--- src/rtl/power_seq_pkg.sv ---
// Shared state encodings for the power sequencer front end.
package power_seq_pkg;

  typedef enum logic [1:0] {
    PIdle,
    PHeld,
    PLong
  } press_state_e;

  typedef enum logic [1:0] {
    PwrOff,
    PwrOn,
    PwrArmOn,
    PwrArmOff
  } pwr_state_e;

endpackage

--- src/rtl/key_debounce.sv ---
// Two-flop synchronizer plus stable-count debouncer with a registered rise strobe.
module key_debounce #(
  parameter int unsigned DEBOUNCE_CYCLES = 2_000_000
) (
  input  logic clk,
  input  logic reset,
  input  logic key_raw,
  output logic level,
  output logic rise
);

  localparam int unsigned CW = (DEBOUNCE_CYCLES > 1) ? $clog2(DEBOUNCE_CYCLES) : 1;
  localparam logic [CW-1:0] CNT_MAX = CW'(DEBOUNCE_CYCLES - 1);

  logic          sync_q1;
  logic          sync_q2;
  logic [CW-1:0] cnt_q;

  always_ff @(posedge clk or posedge reset) begin
    if (reset) begin
      sync_q1 <= 1'b0;
      sync_q2 <= 1'b0;
      cnt_q   <= '0;
      level   <= 1'b0;
      rise    <= 1'b0;
    end else begin
      sync_q1 <= key_raw;
      sync_q2 <= sync_q1;
      rise    <= 1'b0;
      // Any sample agreeing with the current level restarts the stability count.
      if (sync_q2 != level) begin
        if (cnt_q == CNT_MAX) begin
          level <= sync_q2;
          rise  <= sync_q2;
          cnt_q <= '0;
        end else begin
          cnt_q <= cnt_q + 1'b1;
        end
      end else begin
        cnt_q <= '0;
      end
    end
  end

endmodule

--- src/rtl/power_sequencer.sv ---
// Owns power_state: debounced keys, short/long press classification and gesture windows.
module power_sequencer
  import power_seq_pkg::*;
#(
  parameter int unsigned CLK_HZ            = 100_000_000,
  parameter int unsigned DEBOUNCE_CYCLES   = 2_000_000,
  parameter int unsigned LONG_PRESS_CYCLES = 300_000_000,
  parameter int unsigned GESTURE_W         = 4
) (
  input  logic                 clk,
  input  logic                 reset,
  input  logic                 key_power,
  input  logic                 key_left,
  input  logic                 key_right,
  input  logic [GESTURE_W-1:0] gesture_time,
  output logic                 power_state,
  output logic                 short_press,
  output logic                 long_press,
  output logic                 gesture_active,
  output logic [GESTURE_W-1:0] gesture_remaining
);

  localparam int unsigned HW = (LONG_PRESS_CYCLES > 1) ? $clog2(LONG_PRESS_CYCLES) : 1;
  localparam int unsigned PW = (CLK_HZ > 1) ? $clog2(CLK_HZ) : 1;
  localparam logic [HW-1:0] HOLD_MAX  = HW'(LONG_PRESS_CYCLES - 1);
  localparam logic [PW-1:0] PRESC_MAX = PW'(CLK_HZ - 1);

  logic lvl_p, rise_p, lvl_l, rise_l, lvl_r, rise_r;
  logic unused_lvl;
  assign unused_lvl = lvl_l ^ lvl_r;

  key_debounce #(.DEBOUNCE_CYCLES(DEBOUNCE_CYCLES)) u_db_power (
    .clk(clk), .reset(reset), .key_raw(key_power), .level(lvl_p), .rise(rise_p)
  );
  key_debounce #(.DEBOUNCE_CYCLES(DEBOUNCE_CYCLES)) u_db_left (
    .clk(clk), .reset(reset), .key_raw(key_left), .level(lvl_l), .rise(rise_l)
  );
  key_debounce #(.DEBOUNCE_CYCLES(DEBOUNCE_CYCLES)) u_db_right (
    .clk(clk), .reset(reset), .key_raw(key_right), .level(lvl_r), .rise(rise_r)
  );

  // Press classifier.
  press_state_e  press_q;
  logic [HW-1:0] hold_cnt_q;

  always_ff @(posedge clk or posedge reset) begin
    if (reset) begin
      press_q     <= PIdle;
      hold_cnt_q  <= '0;
      short_press <= 1'b0;
      long_press  <= 1'b0;
    end else begin
      short_press <= 1'b0;
      long_press  <= 1'b0;
      case (press_q)
        PIdle: begin
          if (rise_p) begin
            press_q    <= PHeld;
            hold_cnt_q <= '0;
          end
        end
        PHeld: begin
          if (!lvl_p) begin
            short_press <= (hold_cnt_q != HOLD_MAX);
            press_q     <= PIdle;
          end else if (hold_cnt_q == HOLD_MAX) begin
            long_press <= 1'b1;
            press_q    <= PLong;
          end else begin
            hold_cnt_q <= hold_cnt_q + 1'b1;
          end
        end
        PLong: begin
          if (!lvl_p) press_q <= PIdle;
        end
        default: press_q <= PIdle;
      endcase
    end
  end

  // Power FSM and gesture window. Simultaneous left and right rises cancel out.
  logic                 gest_l, gest_r, presc_wrap, last_sec;
  logic [GESTURE_W-1:0] win_len;
  pwr_state_e           pwr_q;
  logic [PW-1:0]        presc_q;

  assign gest_l     = rise_l & ~rise_r;
  assign gest_r     = rise_r & ~rise_l;
  assign presc_wrap = (presc_q == PRESC_MAX);
  assign last_sec   = (gesture_remaining == GESTURE_W'(1));
  assign win_len    = (gesture_time == '0) ? GESTURE_W'(1) : gesture_time;

  always_ff @(posedge clk or posedge reset) begin
    if (reset) begin
      pwr_q             <= PwrOff;
      presc_q           <= '0;
      power_state       <= 1'b0;
      gesture_active    <= 1'b0;
      gesture_remaining <= '0;
    end else begin
      case (pwr_q)
        PwrOff: begin
          if (short_press) begin
            pwr_q       <= PwrOn;
            power_state <= 1'b1;
          end else if (gest_l) begin
            pwr_q             <= PwrArmOn;
            gesture_active    <= 1'b1;
            gesture_remaining <= win_len;
            presc_q           <= '0;
          end
        end
        PwrOn: begin
          if (long_press) begin
            pwr_q       <= PwrOff;
            power_state <= 1'b0;
          end else if (gest_r) begin
            pwr_q             <= PwrArmOff;
            gesture_active    <= 1'b1;
            gesture_remaining <= win_len;
            presc_q           <= '0;
          end
        end
        PwrArmOn, PwrArmOff: begin
          // Power-key pulses beat gesture completion; completion beats expiry.
          if (short_press || long_press || (pwr_q == PwrArmOn ? gest_r : gest_l) ||
              (presc_wrap && last_sec)) begin
            gesture_active    <= 1'b0;
            gesture_remaining <= '0;
            presc_q           <= '0;
            if (short_press) begin
              pwr_q       <= PwrOn;
              power_state <= 1'b1;
            end else if (long_press) begin
              pwr_q       <= PwrOff;
              power_state <= 1'b0;
            end else if (pwr_q == PwrArmOn && gest_r) begin
              pwr_q       <= PwrOn;
              power_state <= 1'b1;
            end else if (pwr_q == PwrArmOff && gest_l) begin
              pwr_q       <= PwrOff;
              power_state <= 1'b0;
            end else begin
              pwr_q <= (pwr_q == PwrArmOn) ? PwrOff : PwrOn;
            end
          end else if (presc_wrap) begin
            presc_q           <= '0;
            gesture_remaining <= gesture_remaining - 1'b1;
          end else begin
            presc_q <= presc_q + 1'b1;
          end
        end
        default: pwr_q <= PwrOff;
      endcase
    end
  end

endmodule
--- config.mk ---
export PLATFORM = sky130hd
export DESIGN_NAME = power_sequencer
export DESIGN_NICKNAME = d
export VERILOG_FILES = /design/src/rtl/power_seq_pkg.sv /design/src/rtl/key_debounce.sv /design/src/rtl/power_sequencer.sv
export SDC_FILE = /design/constraint.sdc
export NUM_CORES = 1
export LEC_CHECK = 0
export ABC_AREA = 1
export BUFFER_PORTS_ARGS = -buffer_cell sky130_fd_sc_hd__buf_4
export CORE_ASPECT_RATIO = 0.7
export CORE_MARGIN = 1.5
export CORE_UTILIZATION = 50
export CTS_BUF_LIST = sky130_fd_sc_hd__clkbuf_16
export CTS_CLUSTER_SIZE = 28
export DETAILED_ROUTE_END_ITERATION = 10
export PLACE_DENSITY = 0.77
export SYNTH_ARGS = -nofsm -noshare
export SYNTH_HDL_FRONTEND = slang
export SYNTH_SLANG_ARGS = --single-unit
--- constraint.sdc ---
create_clock -name clk -period 4.77 [get_ports clk]
set_input_delay 0.477 -clock clk [delete_from_list [all_inputs] [get_ports clk]]
set_output_delay 0.477 -clock clk [all_outputs]
set_load 0.02 [all_outputs]
==> metrics.cfg <==
[routing]
drtAntennaViolNets = 0
detailedRoute.firstIterationViolations = 963
finalWirelength_um = 19680
routed-via-count = 7872
avgRoutedWirePerCell_um = 13.37
number_of_iterations_in_the_first_detailed_routing_pass = 6
detail_route.vias_per_cell = 5.348
drt_drc_violations_left = 0

[pwr]
p_sw_uw = 569.7
clock_power_share_pct = 50.7
combPwrFrac_pct = 2.3
p_leak_uw = 0.004070
power-per-cell-area_mw_per_mm2 = 277.3
report.power.total_uw = 2616
largest_voltage_drop_on_the_vdd_net_uv = 170.4
share_seq_of_total_power_pct = 47.0
power.internal_uw = 2046
switching_share_pct = 21.78

[synth]
count_of_distinct_cell_types_in_the_synthesized_netlist = 40
seq_area_frac_synth_pct = 41.89
synth_flop_cell = sky130_fd_sc_hd__dfrtp_1
ys.warnings.count = 0
synthCells = 1211
syn_nets = 1227
postSynthRegisterBits = 143
synth_area_per_cell_um2 = 7.054
syn-cell-area_mm2 = 0.008542
netlist_top_cells_area = sky130_fd_sc_hd__dfrtp_1 (42%), sky130_fd_sc_hd__nand2_1 (14%), sky130_fd_sc_hd__nor2_1 (10%), sky130_fd_sc_hd__inv_1 (6.2%), sky130_fd_sc_hd__nand3_1 (5.7%)
synth_largest_area_cell = sky130_fd_sc_hd__dfrtp_1
netlist.area_leader.share_pct = 41.89
synthArstFlopShare_pct = 100.0
synth-edff-count = 0

[sta]
drv_slew = 0
timing.clock.skew_ns = 0.004750
tightestPinTransition_ns = 0.9518
post-route-min-period_ns = 2.602
setup_tns_ns = 0
finalCritPeriodShare_pct = 54.54
finalSetupViolations = 0
timing.final.hold_violations = 0
rsz0062_at_grt = no
timing.max_slew.rel_slack_pct = 36.55
max_clock_freq_mhz = 384.4

[global_route]
grt_remaining_overflow = 0
antenna_found_initial = 0
maximum_number_of_pins_on_one_net_before_global_route_repair = 110
grt_use_total_pct = 23.24
grt_pass1_vias = 6976
global_route_wire_length_before_repair_um = 33920

[clock_tree]
cts.sink_count = 143
worst_skew_pair_latency_ns = 0.43
tritoncts = yes
post_cts_buffers = 0
htreeDepth = 4
clk_pin_slew_worst_paths_ns = 0.06
cts.root.buffer_cell = sky130_fd_sc_hd__clkbuf_16
tritoncts.num_buffers = 17
cts_max_path_buffers = 2
cts_hold_buffers = 0
postcts_resize_cnt = 0

[placement]
globalplace.congestion = 0.9483
hpwlAfterDp_um = 14060
io_buffers = 16

[layout]
diodes = 0
most_common_cell_after_layout_fill_and_taps_aside = sky130_fd_sc_hd__nand2_1
final_net_count = 1251
post-route-util_pct = 57.21
commonest_cells_after_routing_fill_and_taps_aside = sky130_fd_sc_hd__nand2_1 (326), sky130_fd_sc_hd__nor2_1 (228), sky130_fd_sc_hd__dfrtp_1 (143)
layout-drive-gt1-share_pct = 8.099
syn2layout_area_growth_pct = 10.46

[worst_setup_path]
crit_type = reg -> reg
critical_path_required_ns = 5.09
timing.critical_path.arrival_ns = 2.92
worst-path-max-fanout = 49
cp-start-kind = flip-flop
worst_setup_end_kind = flip-flop

[floorplanning]
boundaryPins = 17
die_w_um = 159.2
fp.coreArea_mm2 = 0.01649
rows = 39
die_area_mm2 = 0.01789
height_of_the_chip_um = 112.4
initial_core_util_pct = 51.79

[min_path]
hold_class = in -> reg

[flow_run]
drv.max_cap_violation_count = 0

[run_status]
outcome = completed

power groups by stage:
stage | sequential, uW | clock (uW) | combinational [uW]
after CTS | 1230 | 1350 | 62.1
after detailed placement | 1250 | 0 | 61.2
after floorplan | 1250 | 0 | 41.5
after global routing | 1230 | 1400 | 71.0
final | 1230 | 1330 | 59.5
after global placement | 1250 | 0 | 60.7
per-stage QoR:
step | area (um2) | instances | worst slack (ns) | hold slack, ns
floorplan | 8542 | 1211 | 0.4551 | 0.3312
global placement | 8859 | 1441 | 2.223 | 0.3366
detailed placement | 8859 | 1441 | 2.148 | 0.3372
CTS | 9435 | 1472 | 2.151 | 0.1410
global route | 9435 | 1472 | 1.812 | 0.1429
finish | 9435 | 1472 | 2.168 | 0.1510
final timing paths:
kind | start | endpoint | slack [ns] | depth (start not counted)
worst min register to register | u_db_right.sync_q1 | u_db_right.sync_q2 | 0.35 | 0
worst max register to register | hold_cnt_q[0] | hold_cnt_q[12] | 2.17 | 10
max in group asynchronous | reset | u_db_left.cnt_q[8] | 3.47 | 3
worst min-delay path | key_power | u_db_power.sync_q1 | 0.15 | 1
min in group asynchronous | reset | u_db_right.cnt_q[12] | 0.29 | 2
worst max-delay path | hold_cnt_q[0] | hold_cnt_q[12] | 2.17 | 10
synthesized netlist by cell type (4+ instances only):
cell type / instances
sky130_fd_sc_hd__a21oi_1: 25
sky130_fd_sc_hd__buf_6: 5
sky130_fd_sc_hd__dfrtp_1: 143
sky130_fd_sc_hd__ha_1: 7
sky130_fd_sc_hd__inv_1: 141
sky130_fd_sc_hd__inv_2: 5
sky130_fd_sc_hd__nand2_1: 326
sky130_fd_sc_hd__nand2_2: 7
sky130_fd_sc_hd__nand3_1: 98
sky130_fd_sc_hd__nand3_2: 4
sky130_fd_sc_hd__nand4_1: 29
sky130_fd_sc_hd__nor2_1: 228
sky130_fd_sc_hd__nor2_2: 13
sky130_fd_sc_hd__nor3_1: 46
sky130_fd_sc_hd__nor3_2: 5
sky130_fd_sc_hd__nor3b_1: 6
sky130_fd_sc_hd__nor4_1: 6
sky130_fd_sc_hd__o21ai_0: 35
sky130_fd_sc_hd__o21ai_1: 5
sky130_fd_sc_hd__o21ai_2: 10
sky130_fd_sc_hd__xnor2_1: 11
sky130_fd_sc_hd__xor2_1: 24
kinds of logic after synthesis:
logic type                 share of synthesized area [%]
buffers and inverters                              7.719
muxes                                             0.1172
adders and majority gates                          1.025
DFF                                                41.89
AOI/OAI and AO/OA                                  5.639
xor gates and xnor gates                           3.589
and+or+nand+nor                                    40.02
routing by layer:
metal | global-route usage (%) | share of wire, % | up-vias
met3 | 4.767 | 7.3 | 33
met1 | 36.14 | 51 | 3637
li1 | - | - | 3908
met4 | 5.975 | 1.3 | 0
met5 | 0 | 0 | -
met2 | 32.63 | 41 | 294
area by class of cell:
type	count	area (um2)
well taps	225	281.5
clock inverters	14	151.4
multi-input cells	908	4304
clock buffers	17	425.4
inverters	147	559.3
repair buffers	18	135.1
fillers	1525	7058
flip-flops and latches	143	3578
flip-flops by register name (all words and copies together), names as in the netlist, 2 cells and up:
signal,cells
presc_q,27
u_db_power.cnt_q,21
u_db_left.cnt_q,21
gesture_remaining,4
pwr_q,2
u_db_right.cnt_q,21
press_q,2
hold_cnt_q,29
critical path, cell delays in order (launching register included):
cell and delay (ns):
sky130_fd_sc_hd__dfrtp_1 0.42, sky130_fd_sc_hd__ha_1 0.29, sky130_fd_sc_hd__nand3_2 0.16, sky130_fd_sc_hd__inv_2 0.11, sky130_fd_sc_hd__nand2_2 0.09, sky130_fd_sc_hd__nor2_1 0.11, sky130_fd_sc_hd__nand3_1 0.09, sky130_fd_sc_hd__nand2_2 0.63
sky130_fd_sc_hd__inv_1 0.38, sky130_fd_sc_hd__nand2_1 0.15, sky130_fd_sc_hd__nand2_1 0.05
No activity file was read; power rests on OpenSTA's default activity.
